## src/rtl/inst_fetch_bridge.sv

```systemverilog
// Instruction-side fetch bridge: translates the fetch pc, runs one SRAM-like
// bus transaction at a time, holds the returned word for decode, and drops
// responses that belong to fetches killed by a flush (or ce going low).
module inst_fetch_bridge #(
    parameter logic [31:0] RESET_INST = 32'h00000000
) (
    input  logic        clk,
    input  logic        rst,
    input  logic [31:0] pc,
    input  logic        ce,
    input  logic [5:0]  stall,
    input  logic        flush,
    output logic [31:0] inst,
    output logic        stallreq_if,
    output logic        inst_req,
    output logic [31:0] inst_addr,
    input  logic        inst_addr_ok,
    input  logic        inst_data_ok,
    input  logic [31:0] inst_rdata
);

    typedef enum logic [2:0] {
        IDLE = 3'd0,
        ADDR = 3'd1,
        DATA = 3'd2,
        DROP = 3'd3,
        HOLD = 3'd4
    } state_t;

    state_t      state_q, state_d;
    logic [31:0] inst_addr_q, inst_addr_d;
    logic [31:0] inst_q, inst_d;
    logic [31:0] pc_phys;
    logic        kill;

    // Only stall[0] concerns the fetch stage; the other bits belong to later stages.
    logic        stall_unused;
    assign stall_unused = ^stall[5:1];

    // ce low kills an in-flight fetch exactly like a flush.
    assign kill = flush | ~ce;

    // kseg0/kseg1 (0x8000_0000-0xBFFF_FFFF) map to physical by clearing the top 3 bits.
    always_comb begin
        pc_phys = pc;
        if (pc[31:29] == 3'b100 || pc[31:29] == 3'b101) begin
            pc_phys = {3'b000, pc[28:0]};
        end
    end

    // State, bus address and fetched word registers.
    always_ff @(posedge clk or posedge rst) begin
        if (rst) begin
            state_q     <= IDLE;
            inst_addr_q <= '0;
            inst_q      <= RESET_INST;
        end else begin
            state_q     <= state_d;
            inst_addr_q <= inst_addr_d;
            inst_q      <= inst_d;
        end
    end

    // Next-state logic; data_ok outside DATA/DROP is a protocol error and ignored.
    always_comb begin
        state_d     = state_q;
        inst_addr_d = inst_addr_q;
        inst_d      = inst_q;
        unique case (state_q)
            IDLE: begin
                if (ce && !flush) begin
                    inst_addr_d = pc_phys;
                    state_d     = ADDR;
                end
            end
            ADDR: begin
                if (inst_addr_ok) begin
                    state_d = kill ? DROP : DATA;
                end else if (kill) begin
                    state_d = IDLE;
                end
            end
            DATA: begin
                if (inst_data_ok) begin
                    if (kill) begin
                        state_d = IDLE;
                    end else begin
                        inst_d  = inst_rdata;
                        state_d = HOLD;
                    end
                end else if (kill) begin
                    state_d = DROP;
                end
            end
            DROP: begin
                if (inst_data_ok) begin
                    state_d = IDLE;
                end
            end
            HOLD: begin
                if (kill || !stall[0]) begin
                    state_d = IDLE;
                end
            end
            default: state_d = IDLE;
        endcase
    end

    // Outputs decoded from the registered state.
    always_comb begin
        inst_req    = (state_q == ADDR);
        inst_addr   = inst_addr_q;
        inst        = (state_q == HOLD) ? inst_q : RESET_INST;
        stallreq_if = ce && (state_q != HOLD);
    end

endmodule

```

## config.mk

```make
export PLATFORM = sky130hd
export DESIGN_NAME = inst_fetch_bridge
export DESIGN_NICKNAME = d
export VERILOG_FILES = /design/src/rtl/inst_fetch_bridge.sv
export SDC_FILE = /design/constraint.sdc
export NUM_CORES = 1
export LEC_CHECK = 0
export CAP_MARGIN = 30
export CORE_ASPECT_RATIO = 1.1
export CORE_MARGIN = 5
export CORE_UTILIZATION = 40
export DETAILED_ROUTE_END_ITERATION = 7
export MAX_ROUTING_LAYER = met4
export PLACE_DENSITY = 0.79
export SLEW_MARGIN = 5
export SYNTH_ARGS = -nofsm -noshare
export SYNTH_HDL_FRONTEND = slang
export SYNTH_SLANG_ARGS = --single-unit
export TNS_END_PERCENT = 1
```

## constraint.sdc

```tcl
create_clock -name clk -period 2.73 [get_ports clk]
set_input_delay 0.4095 -clock clk [delete_from_list [all_inputs] [get_ports clk]]
set_output_delay 0.4095 -clock clk [all_outputs]
set_load 0.05 [all_outputs]
```

# Word-level counts from Yosys, hierarchy flattened
# Cells that the tools add are included.
# word_totals
ff_bits	67
in_bits	76
out_inout_bits	66
word_cells	40
# classes
eq_ne	12
mux	12
bitwise	3
n_reduce_logical	10
# ops
cell	count
$mux 32	2
$mux 3	8
$pmux 3 s5	1
$eq 3x3->1 const B	3
$eq 3x2->1 const B	2
$ne 2x2->1 const B	3
$ne 3x3->1 const B	2
$reduce_and 5->1	1
$eq 3x1->1 const B	1
$logic_not 3->1	1
$ne 3x1->1 const B	1
$reduce_and 3->1	1
$logic_and 1x1->1	2
$logic_not 1->1	2
$logic_or 1x1->1	2
$not 1->1	2
$reduce_and 2->1	1
$mux 1	1
$or 1x1->1	1

# Logic depth before layout (Yosys ltp)
# logic_depth
ltp_word	5
ltp_mapped	7

# Worst setup path before layout
# No wires, ideal clock.
# synth_timing
path_kind	reg2out
from	register state_q[0]
to	output port inst_req
t_arrival_ps	1587
path_slack_ps	733
path_stages_with_launch	3
n_path_buf	0
path_cell_list	dfrtp_1 inv_1 nor3_1
# synth_via
elab_chain_cells	1
# synth_rtl
element	line_no	source
start: declaration	30	state_t state_q, state_d;
start signal: assignment	58	state_q <= state_d;
$eq 3x1->1	111	inst_req = (state_q == ADDR);
end: declaration	15	output logic inst_req,
# No other way between the ends.

# Worst setup path in the final report
# Same ends and word-level chain as after synthesis.

==> metrics <==
outcome=complete, no violations; commonest non-fill, non-tap cell in the layout=clkdlybuf4s50_1; clk_skew=0.007561 ns; most frequent cells in the layout=103 x clkdlybuf4s50_1, 67 x dfrtp_1, 38 x mux2_2, 33 x buf_12, 32 x and2_1; Vias/cell=4.727; post-route DRC violation count=0; Mapped Cells=203; # rows=33; Pre-antenna DRT Iters=4; worst min path class=input pin to async pin; TritonCTS clock tree=yes; CP startpoint kind=register; largest net degree at the start of global routing=41; Final #Nets=420; Syn-to-layout area delta=66.91%; Placer Congestion=0.7132; total CTS buffers=9; RSZ-0062 raised after global routing=no; Final period util=85.99%; Critical Path RT=2.32 ns; Worst Setup End Kind=primary output; setup violators final=0; Crit Path Class=register to primary output; number of I/O port buffers=136; Synth Warn #=0; Die ar.=9255 µm²; Detailed Route WL=6.924 mm; part of the Yosys area used for sequential elements=56.42%; Max Fanout on Critical Path=7; wire per inst=15.88 µm; Worst slew margin=64.68%; Worst-path clk slew=0.07 ns; Power Density=1026 nW/µm²; Root Driver=clkbuf_8; Pleak=2.176 nW; Flop pwr share=34.0%; initial core utilization=40.43%; clock buffer depth=2; switching share of power=37.84%; global route total overflow=0; final-report hold violation count=0; antenna-violating nets left=0; worst setup path start=state_q[0]; antenna violations before repair=0; cell-internal power=3.163 mW; DR iter-0 viols=62; Resize count post-CTS=0; vias in the first global route=2,258; Final min period=2.347 ns; Worst Reg-to-Reg Cells=5; number of hold buffers added after CTS=0; setup TNS=0 ns; Fmax=426.0 MHz; highest ir drop seen on vdd=474.2 µV; clock sinks=67; # H-tree levels=3; Comb power frac=46.6%; gr usage total=16.18%; Antenna Cells=0; max-slew violations=0; clock network power share=19.4%; fill count=540; Worst Path Arrival=1.94 ns; post-synthesis cell area=2972 µm²; Distinct cells, synth=25; Non-Filler Instances=436; Worst-Margin Slew=0.5281 ns; share of layout cells above drive strength 1=35.53%; DP HPWL=5.181 mm; Die W=92.18 µm; first-pass GRT wire length=11.18 mm; Die Ht=100.4 µm; syn_area_per_cell=14.64 µm²; Seq cells post-synth=67; DP Cell Count=420; Post-CTS Setup Repair Bufs=0; vias=2,061; Core ar.=7350 µm²; clk_lat worst skew=0.33 ns; maxcap violations=0; FF-to-FF Start=state_q[1]; Top Ports=142; Psw=1.926 mW; Mapped Nets=279
==> layer usage <==
layer,vias to the layer above,global-route usage [%],share of wire (%)
li1,969,-,-
met1,1002,19.15,43
met2,81,25.79,49
met3,9,5.472,7.0
met4,0,5.943,1.4
met5,-,-,0
==> flip-flops by register name (all words and copies together) (netlist names) <==
name and flops:
state_q 3, inst_addr 32, inst_q 32
==> cell usage after synthesis <==
cell | instances | area share, %
dfrtp_1 | 67 | 56
mux2_2 | 38 | 14
and2_1 | 32 | 6.7
mux2_4 | 26 | 13
buf_2 | 5 | 0.84
inv_1 | 4 | 0.51
nand2_1 | 4 | 0.51
clkbuf_1 | 3 | 0.38
nand3_1 | 3 | 0.51
buf_12 | 2 | 1.3
buf_6 | 2 | 0.76
nor2_1 | 2 | 0.25
nor2b_1 | 2 | 0.42
o21ai_0 | 2 | 0.34
and2b_1 | 1 | 0.25
and3b_1 | 1 | 0.29
mux2i_1 | 1 | 0.34
nand2b_1 | 1 | 0.21
nand4_4 | 1 | 0.72
nor2_2 | 1 | 0.21
nor3_1 | 1 | 0.17
nor3b_2 | 1 | 0.42
o211ai_1 | 1 | 0.25
o311ai_1 | 1 | 0.29
o41ai_1 | 1 | 0.29
==> cell type report <==
class	instances	area [µm²]	area share, %
clock inverters	7	116.4	2.346
clock buffers	9	123.9	2.497
inverters	4	15.01	0.3027
flip-flops and latches	67	1677	33.80
well taps	87	108.9	2.195
multi-input cells	120	1182	23.84
repair buffers	142	1737	35.02
==> stage by stage <==
| step | setup WS (ns) | cell area (µm²) | hold slack, ns | power, mW | util (%) |
|---|---|---|---|---|---|
| after floorplan | 0.6373 | 2972 | 0.4704 | 3.370 | - |
| after global placement | 0.5215 | 4720 | 0.4782 | 4.081 | 64.22 |
| after detailed placement | 0.4736 | 4720 | 0.4844 | 4.144 | 64.22 |
| after CTS | 0.3448 | 4960 | 0.4515 | 5.157 | 67.48 |
| after global routing | 0.2121 | 4960 | 0.4778 | 5.358 | 67.48 |
| final | 0.3826 | 4960 | 0.4546 | 5.089 | 67.48 |
==> cells by family (layout without fill, tap and decap cells) <==
| family | count (synthesis) | count (layout) | synth area share (%) |
|---|---|---|---|
| AO/OA/AOI/OAI | 5 | 5 | 1.179 |
| buffers and inverters | 16 | 162 | 3.831 |
| multiplexers | 65 | 65 | 27.87 |
| flip-flops | 67 | 67 | 56.42 |
| AND/OR/NAND/NOR | 50 | 50 | 10.69 |
==> worst max-delay path, stage by stage (launching register included) <==
cell	delay, ns
dfrtp_1	0.47
inv_1	0.09
nor3_1	0.20
clkdlybuf4s50_1	0.86
==> path summary, 6_finish.rpt <==
| path | end | slack [ns] |
|---|---|---|
| hold / removal | inst_q[19] | 0.45 |
| setup / recovery | inst_req | 0.38 |
| hold reg to reg | inst_q[12] | 0.50 |
| min in group clk | inst_q[12] | 0.50 |
| max in group asynchronous | state_q[2] | 1.83 |
| setup reg to reg | state_q[0] | 0.96 |
==> power by group through the flow <==
| stage | registers (mW) | logic (mW) | clock network, mW |
|---|---|---|---|
| detailed placement | 1.75 | 2.39 | 0 |
| finish | 1.73 | 2.37 | 0.986 |
| floorplan | 2.55 | 0.823 | 0 |
| global route | 1.81 | 2.48 | 1.08 |
| CTS | 1.74 | 2.40 | 1.02 |
| global placement | 1.72 | 2.36 | 0 |
Note: power is estimated with default switching activity, not from simulation.
